$ cat src/rtl/cpu_pkg.sv
// Shared definitions for the fetch-side control blocks: word width, alignment
// mask, sequencer state encoding and the redirect-selection helper.
package cpu_pkg;

    localparam int WORD_W = 32;
    localparam logic [WORD_W-1:0] PC_ALIGN_MASK = 32'hFFFF_FFFC;

    typedef enum logic [1:0] {
        BOOT   = 2'd0,
        RUN    = 2'd1,
        STALL  = 2'd2,
        HALTED = 2'd3
    } seq_state_e;

    typedef struct packed {
        logic              valid;
        logic [WORD_W-1:0] target;
    } redirect_t;

    // The branch is older than the jump in the pipe, so it wins; targets are word aligned.
    function automatic redirect_t select_redirect(
        input logic              branch_taken,
        input logic [WORD_W-1:0] branch_target,
        input logic              jump,
        input logic [WORD_W-1:0] jump_target
    );
        redirect_t r;
        r.valid  = branch_taken | jump;
        r.target = (branch_taken ? branch_target : jump_target) & PC_ALIGN_MASK;
        return r;
    endfunction

endpackage

$ cat src/rtl/redirect_buffer.sv
// Single-entry holding slot for a redirect that arrives while the PC is stalled.
// The first redirect loaded is kept until cleared; later loads are dropped.
module redirect_buffer
    import cpu_pkg::*;
(
    input  logic              clk,
    input  logic              rst_n,
    input  logic              load,
    input  logic [WORD_W-1:0] load_target,
    input  logic              clear,
    output logic              pend_valid,
    output logic [WORD_W-1:0] pend_target
);

    logic              pend_valid_q, pend_valid_d;
    logic [WORD_W-1:0] pend_target_q, pend_target_d;

    // NOTE: every always_comb output gets a default first so no path leaves it unassigned (no latch).
    always_comb begin
        pend_valid_d  = pend_valid_q;
        pend_target_d = pend_target_q;
        if (clear) begin
            pend_valid_d = 1'b0;
        end else if (load && !pend_valid_q) begin
            pend_valid_d  = 1'b1;
            pend_target_d = load_target;
        end
    end

    // NOTE: sequential state uses non-blocking assignments so all flops sample the same pre-edge values.
    always_ff @(posedge clk or negedge rst_n) begin
        if (!rst_n) begin
            pend_valid_q  <= 1'b0;
            pend_target_q <= '0;
        end else begin
            pend_valid_q  <= pend_valid_d;
            pend_target_q <= pend_target_d;
        end
    end

    assign pend_valid  = pend_valid_q;
    assign pend_target = pend_target_q;

endmodule

$ cat src/rtl/pc_sequencer.sv
// Next-address controller for the program counter: increment, redirect, stall
// hold and sticky halt, with a one-deep buffer for redirects seen during a stall.
module pc_sequencer
    import cpu_pkg::*;
#(
    parameter logic [WORD_W-1:0] RESET_VECTOR = 32'h0000_0000,
    parameter logic [WORD_W-1:0] INCREMENT    = 32'd4
) (
    input  logic              Clk,
    input  logic              Reset,
    input  logic [WORD_W-1:0] PCResult,
    input  logic              Stall,
    input  logic              BranchTaken,
    input  logic [WORD_W-1:0] BranchTarget,
    input  logic              Jump,
    input  logic [WORD_W-1:0] JumpTarget,
    input  logic              Halt,
    output logic [WORD_W-1:0] Address,
    output logic              Flush,
    output logic              Halted
);

    seq_state_e        state_q, state_d;
    redirect_t         redir;
    logic              buf_load;
    logic              buf_clear;
    logic              pend_valid;
    logic [WORD_W-1:0] pend_target;

    assign redir = select_redirect(BranchTaken, BranchTarget, Jump, JumpTarget);

    redirect_buffer u_redirect_buffer (
        .clk         (Clk),
        .rst_n       (Reset),
        .load        (buf_load),
        .load_target (redir.target),
        .clear       (buf_clear),
        .pend_valid  (pend_valid),
        .pend_target (pend_target)
    );

    always_ff @(posedge Clk or negedge Reset) begin
        if (!Reset) begin
            state_q <= BOOT;
        end else begin
            state_q <= state_d;
        end
    end

    always_comb begin
        state_d = state_q;
        unique case (state_q)
            BOOT:    state_d = Halt ? HALTED : RUN;
            RUN: begin
                if (Halt)       state_d = HALTED;
                else if (Stall) state_d = STALL;
            end
            STALL: begin
                if (Halt)        state_d = HALTED;
                else if (!Stall) state_d = RUN;
            end
            HALTED:  state_d = HALTED;
        endcase
    end

    // Halt outranks everything outside BOOT: PC is held, no flush, and any buffered redirect is dropped.
    always_comb begin
        Address   = PCResult;
        Flush     = 1'b0;
        buf_load  = 1'b0;
        buf_clear = 1'b0;
        unique case (state_q)
            BOOT: begin
                Address = RESET_VECTOR;
                Flush   = 1'b1;
            end
            RUN: begin
                if (Halt) begin
                    Address = PCResult;
                end else if (Stall) begin
                    buf_load = redir.valid;
                end else if (redir.valid) begin
                    Address = redir.target;
                    Flush   = 1'b1;
                end else begin
                    Address = PCResult + INCREMENT;
                end
            end
            STALL: begin
                if (Halt) begin
                    buf_clear = 1'b1;
                end else if (Stall) begin
                    buf_load = redir.valid;
                end else if (pend_valid) begin
                    Address   = pend_target;
                    Flush     = 1'b1;
                    buf_clear = 1'b1;
                end else if (redir.valid) begin
                    Address = redir.target;
                    Flush   = 1'b1;
                end else begin
                    Address = PCResult + INCREMENT;
                end
            end
            HALTED: begin
                Address = PCResult;
            end
        endcase
    end

    assign Halted = (state_q == HALTED);

endmodule
$ cat config.mk
export PLATFORM = sky130hd
export DESIGN_NAME = pc_sequencer
export DESIGN_NICKNAME = d
export VERILOG_FILES = /design/src/rtl/cpu_pkg.sv /design/src/rtl/redirect_buffer.sv /design/src/rtl/pc_sequencer.sv
export SDC_FILE = /design/constraint.sdc
export NUM_CORES = 1
export LEC_CHECK = 0
export ABC_CLOCK_PERIOD_IN_PS = 2950
export CAP_MARGIN = 20
export CORE_MARGIN = 1
export CORE_UTILIZATION = 44
export CTS_CLUSTER_DIAMETER = 100
export DETAILED_ROUTE_END_ITERATION = 12
export PLACE_DENSITY = 0.86
export SYNTH_ARGS = -nofsm -noshare
export SYNTH_HDL_FRONTEND = slang
export SYNTH_SLANG_ARGS = --single-unit
$ cat constraint.sdc
create_clock -name Clk -period 2.95 [get_ports Clk]
set_input_delay 0.4425 -clock Clk [delete_from_list [all_inputs] [get_ports Clk]]
set_output_delay 0.4425 -clock Clk [all_outputs]
set_load 0.01 [all_outputs]
# ---- After elaboration in Yosys (flattened, before gate mapping)
# Index checks and enable logic that the tools add are counted.
dict set report classes {
  addsub 1
  eq_ne 5
  mux 30
  bitwise_logic 2
  reduce_logical 7
}
# op count
set op_table {}
lappend op_table {{two-way mux 32 bit} 7}
lappend op_table {{one-hot mux 32 bit (4 select lines)} 1}
lappend op_table {{adder 32 x 3 -> 32 bit (second input constant)} 1}
lappend op_table {{two-way mux 1 bit} 15}
lappend op_table {{two-way mux 2 bit} 5}
lappend op_table {{one-hot mux 2 bit (4 select lines)} 1}
lappend op_table {{!= test 3 bit (second input constant)} 2}
lappend op_table {{== test 2 bit (second input constant)} 2}
lappend op_table {{AND reduction 2 bit} 2}
lappend op_table {{one-hot mux 1 bit (3 select lines)} 1}
lappend op_table {{== test 2 x 1 -> 1 bit (second input constant)} 1}
lappend op_table {{zero test 2 bit} 1}
lappend op_table {{nonzero test 2 bit} 1}
lappend op_table {{OR reduction 2 bit} 1}
lappend op_table {{logical AND 1 bit} 1}
lappend op_table {{zero test 1 bit} 1}
lappend op_table {{inverter 1 bit} 1}
lappend op_table {{OR 1 bit} 1}
dict set report word_totals {
  register_bits 33
  in_bits 102
  out_inout_bits 34
  wordCells 48
}

# ---- Logic depth before layout (Yosys ltp)
# Gate-level depths: netlist of the first run.
dict set report logic_depth {
  word_depth 7
  depth_mapped 8
  depth_no_buf 7
}

# ---- Modules after synthesis
# From an unflattened synthesis of the first run, not the netlist that was laid out.
dict set report unflattened {
  cells_unflattened 379
  area_unflattened_um2 3388.2
}
# module n_inst cells_each area_each_um2 seq_area_each_um2
set modules_own_cells {}
lappend modules_own_cells {pc_sequencer 1 308 2142.1 50.0}
lappend modules_own_cells {redirect_buffer 1 71 1246.2 825.8}

# ---- Worst setup path before layout of the first run
# No wires, ideal clock.
dict set report synth_timing {
  kind {input port to output port}
  startpoint {in PCResult[12]}
  endpoint {out Address[29]}
  arrival_time_ns 2.110
  required_ns 2.508
  slack_ns 0.397
  stages 7
  n_path_buf 2
  path_cell_list {buf_4 and4_1 nand3_2 or4b_1 buf_2 or3_1 a41oi_1}
}
dict set report synth_between {
  elab_chain_len 6
  word_cells_on_any_way 8
  classes_between {add/sub: 1; mux: 7}
}
# item line_no
set synth_lines {}
lappend synth_lines {{start: declaration} pc_sequencer.sv:11} ;# input logic [WORD_W-1:0] PCResult,
lappend synth_lines {{adder 32 x 3 -> 32 bit *} {pc_sequencer.sv:86, pc_sequencer.sv:102}}
lappend synth_lines {{two-way mux 32 bit *} {pc_sequencer.sv:82, pc_sequencer.sv:98}}
lappend synth_lines {{two-way mux 32 bit} pc_sequencer.sv:94} ;# end else if (pend_valid) begin
lappend synth_lines {{two-way mux 32 bit} pc_sequencer.sv:92} ;# end else if (Stall) begin
lappend synth_lines {{two-way mux 32 bit} pc_sequencer.sv:90} ;# if (Halt) begin
lappend synth_lines {{one-hot mux 32 bit (4 select lines) *} pc_sequencer.sv:72} ;# unique case (state_q)
lappend synth_lines {{end: declaration} pc_sequencer.sv:18} ;# output logic [WORD_W-1:0] Address,
# Every way passes the cells marked *; elsewhere a longest branch is shown, timed or not.

# ---- Worst setup path after layout of the first run
dict set report layout_timing {
  startpoint {reg state_q[0]}
  endpoint {out Address[25]}
}
dict set report layout_between {
  elab_chain_len 2
  word_cells_on_any_way 5
  classes_between {eq/ne: 3; mux: 1; reduce/logical: 1}
}
# item line_no
set layout_lines {}
lappend layout_lines {{start: declaration} pc_sequencer.sv:23} ;# seq_state_e state_q, state_d;
lappend layout_lines {{start signal: assignment} pc_sequencer.sv:46} ;# state_q <= state_d;
lappend layout_lines {{== test 2 bit, or another cell as far along} pc_sequencer.sv:72}
lappend layout_lines {{one-hot mux 32 bit (4 select lines) *} pc_sequencer.sv:72}
# Marked as above.

==> impl_metrics.py, run 1 <==
metrics = {
    "die": {
        "rows": 30,
        "die_w_um": 87.3,
        "ios": 136,
        "initial_utilization": 0.463,
        "die_h_um": 87.3,
        "die_area_um2": 7610,
        "coreArea_um2": 6910,
    },
    "critical_path": {
        "cp-start-kind": "register",
        "r2r_start": "state_q[1]",
        "crit_type": "reg -> out",
        "cp.arrival_ps": 2500,
        "crit_path_max_incr_delay_ps": 410,
        "worstPathMaxFanout": 7,
        "crit_path_frequent_cell": "buf_4",
        "path_cells": "inv_2 -> ha_1 -> buf_4 -> nand2_1 -> nor3_4 -> buf_6 -> buf_4 -> a22oi_1 -> o32a_1 -> o21ai_1 -> dlygate4sd2_1",
        "slowest_stage": "dfrtp_1",
        "critPathLaunch": "state_q[0]",
        "worstPathRequired_ps": 2510,
        "endpoint_kind": "output pin",
    },
    "synth": {
        "synth.largest_area_cell": "dfrtp_1",
        "synth_edf_count": 0,
        "syn_nets": 501,
        "netlist_top_cells_count": "44 x nor2_1, 36 x a21oi_1, 33 x dfrtp_1",
        "yosysUniqueCellTypes": 57,
        "ys_seq_area_frac": 0.258,
        "synth_top_area_share": 0.258,
        "ys_seq_elements": 33,
        "synth.area.top_cells": "dfrtp_1 26%, mux2i_1 7.8%, a21oi_1 5.6%",
        "ys.flop_type": "dfrtp_1",
        "synth_simple_gate_area_frac": 0.199,
        "synth_fa_ha_area_frac": 0.0235,
        "ys_async_sr_fraction": 1.00,
        "syn_inst": 393,
        "synth-compound-area-share": 0.288,
        "yosys.area_share.xor_xnor": 0.0630,
        "synth_top_family_by_area": "compound AO/OA/AOI/OAI gates",
        "avgSynthCellArea_um2": 8.14,
        "synth_warnings": 0,
        "synth_most_common_cell": "nor2_1",
        "synthMuxAreaShare": 0.113,
        "synthesis.area_um2": 3200,
    },
    "timing": {
        "worst_slew_pin_slew_ps": 803,
        "rsz0062_at_grt": "true",
        "fin_crit_sh": 0.998,
        "finalHoldViolCount": 0,
        "hold_ws_ps": 220,
        "fmax_mhz": 340,
        "skew_ps": 14.1,
        "setup_tns_ps": 0,
        "maxSlewViolCount": 0,
        "worst_slew_margin_rel": 0.465,
        "setup_viol": 0,
        "fin_crit_ps": 2940,
    },
    "route": {
        "finalWirelength_mm": 13.8,
        "met1Wirelength_mm": 4.89,
        "met2_wirelength_mm": 6.58,
        "wl_met3_mm": 1.57,
        "antenna_left": 0,
        "drt_first_pass_iters": 5,
        "vias": 4387,
        "maxUsedRoutingLayer": "met4",
        "drt_iter0_markers": 539,
        "drc": 0,
        "wl_per_cell_um": 19.7,
        "routed_via_density": 6.29,
    },
    "grt": {
        "grt_pass1_wl_mm": 20.8,
        "overflow": 0,
        "grtUsageTotal": 0.354,
        "grt_pass1_vias": 4376,
        "grt_max_degree": 35,
        "antenna_found_initial": 0,
    },
    "clock_network": {
        "cts_root_buf": "clkbuf_8",
        "cts_sinks": 33,
        "cts_tree": "done",
        "h-tree-depth": 2,
        "clk_latency_ps": 300,
        "numCtsBuffers": 5,
        "clkTransAtPathRegs_ps": 80,
        "max-clock-path-buffers": 2,
    },
    "layout": {
        "diodes": 0,
        "drive_above_1_share": 0.275,
        "syn2layout_area_growth_pct": 71.6,
        "fill_cells": 431,
        "fin_nets": 708,
    },
    "place": {
        "place_congestion": 0.934,
        "hpwl_mm": 9.31,
        "io_buffers": 131,
    },
    "power_and_ir_drop": {
        "irDropWorstVdd_mv": 0.181,
        "leakagePower_nw": 2.50,
        "p_per_area_nw_per_um2": 251,
    },
    "flow_run": {
        "drv_cap": 0,
    },
    "run_status": {
        "status": "completed",
    },
    "hold_path": {
        "hp-class": "in -> async",
    },
}
-- flip-flops by register name, summed over array words and instances (netlist names) --
register / count
state_q: 2
u_redirect_buffer.pend_target: 30
u_redirect_buffer.pend_valid: 1
-- cell type report --
class                   count  area [um2]  share of cell area
multi-input cells         324        2350               0.429
repair buffers            230        2060               0.376
flip-flops and latches     33         826               0.151
well taps                  96         120              0.0219
clock buffers               7        96.3              0.0176
inverters                   6        22.5             0.00410
clock inverters             1        5.00            0.000912
-- logic make-up after synthesis --
| logic type | after synthesis |
|---|---|
| fa+ha+maj | 6 |
| flops | 33 |
| compound gates | 136 |
| simple gates | 124 |
| buf+inv | 36 |
| mux | 35 |
| xor+xnor | 23 |
-- worst max-delay path: cells and delay by family, from the launching register on --
kind | cells | cell delay, ps
buffers and inverters | 5 | 880
adders and majority gates | 1 | 160
AOI/OAI and AO/OA | 3 | 380
and+or+nand+nor | 2 | 360
DFF | 1 | 410
-- metrics by stage --
| stage | total power, mW | util | area [um2] | setup WS, ps | instances |
|---|---|---|---|---|---|
| CTS | 1.35 | 0.779 | 5380 | -142 | 690 |
| floorplan | 0.677 | - | 3200 | 397 | 393 |
| global placement | 0.964 | 0.736 | 5090 | -572 | 667 |
| finish | 1.38 | 0.794 | 5490 | 6.79 | 697 |
| global route | 1.43 | 0.794 | 5490 | -84.5 | 697 |
| detailed placement | 0.978 | 0.736 | 5090 | -591 | 667 |
-- per-layer routing --
metal	up-vias	GRT usage
met5	-	0
met4	0	0.207
met3	92	0.0768
met2	364	0.598
met1	2015	0.412
li1	1916	-
-- power breakdown --
group,internal [mW],switching [mW],leakage (nW)
Sequential,0.479,0.0182,0.436
Clock,0.211,0.187,0.0542
Combinational,0.265,0.218,2.01
Total,0.956,0.423,2.50
-- timing repair --
action / 4_1_cts / 5_1_grt
gates cloned: 0 / 0
setup buffers: 15 / 8
hold buffers: 0 / 0
endpoints found under the setup margin: 30 / 24
pin swaps: 14 / 15
gates resized for setup: 94 / 32
-- final timing paths --
kind                                                      to  slack, ps  cells past startpoint
max in group asynchronous   u_redirect_buffer.pend_target[9]       2210                      1
setup / recovery                                 Address[25]          7                     11
setup reg to reg           u_redirect_buffer.pend_target[16]        910                      7
hold reg to reg            u_redirect_buffer.pend_target[19]        510                      1
hold / removal                                    state_q[0]        220                      1
min in group Clk           u_redirect_buffer.pend_target[19]        510                      1
-- placed cells by master (no fill, tap or decap), drive strengths merged, types with 7 or more instances in the layout --
cell,count
a21o,8
a21oi,36
a222oi,8
a22oi,22
a31oi,7
buf,108
clkbuf,11
clkdlybuf4s50,79
dfrtp,33
dlygate4sd2,26
dlymetal6s2s,10
mux2,10
mux2i,25
nand2,26
nand3,13
nand4,7
nor2,44
o21ai,15
o221ai,7
o22ai,14
xnor2,11
xor2,12
Power figures use the tool's default switching activity.
==> run 2, diff against run 1 <==
Settings changed: CORE_ASPECT_RATIO set to 1.75.
==> impl_metrics.py, run 2 (same netlist as run 1, synthesis figures left out) <==
metrics = {
    "run_status": {
        "status": "completed",
    },
    "layout": {
        "layout_commonest_cell": "clkdlybuf4s50_1",
        "post-route-util": 0.787,
        "syn2layout_area_growth_pct": 71.2,
        "layout_common_cells": "84 x clkdlybuf4s50_1, 71 x buf_4, 41 x nor2_1, 36 x a21oi_1, 33 x dfrtp_1",
        "diodes": 0,
        "final_cell_area_um2": 5480,
        "fin_nets": 695,
        "final_cells": 671,
        "drive_above_1_share": 0.254,
        "largest_reg_flops": 30,
    },
    "clock_network": {
        "clkTransAtPathRegs_ps": 50,
        "numCtsBuffers": 5,
        "h-tree-depth": 2,
        "cts_sinks": 33,
        "max-clock-path-buffers": 2,
        "clk_latency_ps": 270,
        "cts_tree": "done",
        "cts_root_buf": "clkbuf_16",
    },
    "timing": {
        "rsz0062_at_grt": "true",
        "skew_ps": 2.94,
        "fin_crit_sh": 0.988,
        "finalHoldViolCount": 0,
        "worst_slew_margin_rel": 0.688,
        "worst_slew_pin_slew_ps": 468,
        "maxSlewViolCount": 0,
        "fin_crit_ps": 2910,
        "setup_tns_ps": 0,
        "setup_viol": 0,
        "fmax_mhz": 343,
        "hold_ws_ps": 509,
    },
    "die": {
        "rows": 40,
        "die_h_um": 115,
        "die_area_um2": 7630,
        "die_w_um": 66.4,
        "ios": 136,
        "initial_utilization": 0.460,
        "coreArea_um2": 6960,
    },
    "place": {
        "placed_cells": 651,
        "place_congestion": 0.912,
        "hpwl_mm": 9.76,
        "io_buffers": 131,
        "place_area_um2": 5080,
    },
    "critical_path": {
        "critPathLaunch": "Halt",
        "cp-start-kind": "primary input",
        "endpoint_kind": "output pin",
        "r2r_start": "state_q[1]",
        "slowest_stage": "clkdlybuf4s50_1",
        "crit_type": "in -> out",
        "crit_end": "Address[8]",
        "path_cells": "clkdlybuf4s50_1 -> nor2_1 -> buf_4 -> o21ai_4 -> buf_4 -> buf_4 -> a22oi_1 -> o22ai_1 -> clkdlybuf4s50_1",
        "cp.arrival_ps": 2470,
        "crit_path_frequent_cell": "buf_4",
        "worstPathMaxFanout": 7,
        "crit_path_max_incr_delay_ps": 570,
        "worstPathRequired_ps": 2510,
        "reg2reg_depth": 7,
        "r2r_slack_ps": 950,
        "reg2reg_to": "u_redirect_buffer.pend_target[9]",
    },
    "grt": {
        "use_met3": 0.0516,
        "grt_pass1_wl_mm": 20.8,
        "grt_max_degree": 43,
        "grt_pass1_vias": 4462,
        "top_usage_layer": "met2",
        "grtUsageTotal": 0.361,
        "antenna_found_initial": 0,
        "gr-usage-met1": 0.367,
        "use_met2": 0.654,
        "overflow": 0,
    },
    "power_and_ir_drop": {
        "irDropWorstVdd_mv": 0.230,
        "p_per_area_nw_per_um2": 273,
        "leakagePower_nw": 2.49,
    },
    "route": {
        "routed_via_density": 6.49,
        "wl_per_cell_um": 21.0,
        "antenna_left": 0,
        "drt_iter0_markers": 468,
        "finalWirelength_mm": 14.1,
        "vias": 4358,
        "drt_first_pass_iters": 8,
        "drc": 0,
    },
    "flow_run": {
        "drv_cap": 0,
    },
    "hold_path": {
        "hp-class": "reg -> reg",
    },
}
## run 2: cell count changes in the layout (fill, tap and decap cells not counted), moves of 3 or more
| cell | delta |
|---|---|
| clkbuf_2 | -3 |
| clkbuf_16 | +5 |
| dlygate4sd2_1 | -9 |
| dlymetal6s2s_1 | +7 |
| buf_4 | -12 |
| buf_12 | +3 |
| buf_6 | -3 |
| clkdlybuf4s50_1 | +5 |
| clkbuf_8 | -6 |
## run 2: area by class of cell
class | instances | area (um2)
tap | 84 | 105
inverter | 6 | 22.5
sequential | 33 | 826
multi-input combinational | 324 | 2350
timing repair buffer | 217 | 2030
fill | 454 | 1480
clock buffer | 7 | 143
## run 2: worst min path at each step
stage	startpoint	end	slack [ps]	cells after the start
floorplan	Reset	state_q[0]	150	0
global placement	u_redirect_buffer.pend_target[19]	u_redirect_buffer.pend_target[19]	490	1
detailed placement	u_redirect_buffer.pend_target[19]	u_redirect_buffer.pend_target[19]	500	1
CTS	u_redirect_buffer.pend_target[19]	u_redirect_buffer.pend_target[19]	510	1
global route	u_redirect_buffer.pend_target[19]	u_redirect_buffer.pend_target[19]	520	1
finish	u_redirect_buffer.pend_target[19]	u_redirect_buffer.pend_target[19]	510	1
## run 2: timing repair
item,4_1_cts,5_1_grt
setup endpoints to repair,30,20
hold buffers,0,0
endpoints found under the hold margin,0,0
resized for setup,83,35
setup buffers,7,6
pin swaps,11,12
## run 2: critical path: cells and delay by family
family	cells	cell delay, ps
buf+inv	5	1530
simple gates	1	50
compound gates	3	440
## run 2: per-layer routing
layer | vias up | wire (um)
li1 | 1890 | -
met1 | 2040 | 4490
met4 | 0 | 948
met2 | 334 | 7500
met5 | - | 0
met3 | 94 | 1160
## run 2: through the flow
step | total power [mW] | worst slack (ps)
finish | 1.50 | 35.1
global route | 1.55 | -9.73
CTS | 1.49 | -79.0
detailed placement | 0.984 | -609
global placement | 0.969 | -582
floorplan | 0.677 | 397
## run 2: power by group
group          switching, mW  internal, mW
Combinational          0.217         0.267
Sequential            0.0197         0.481
Clock                  0.182         0.331
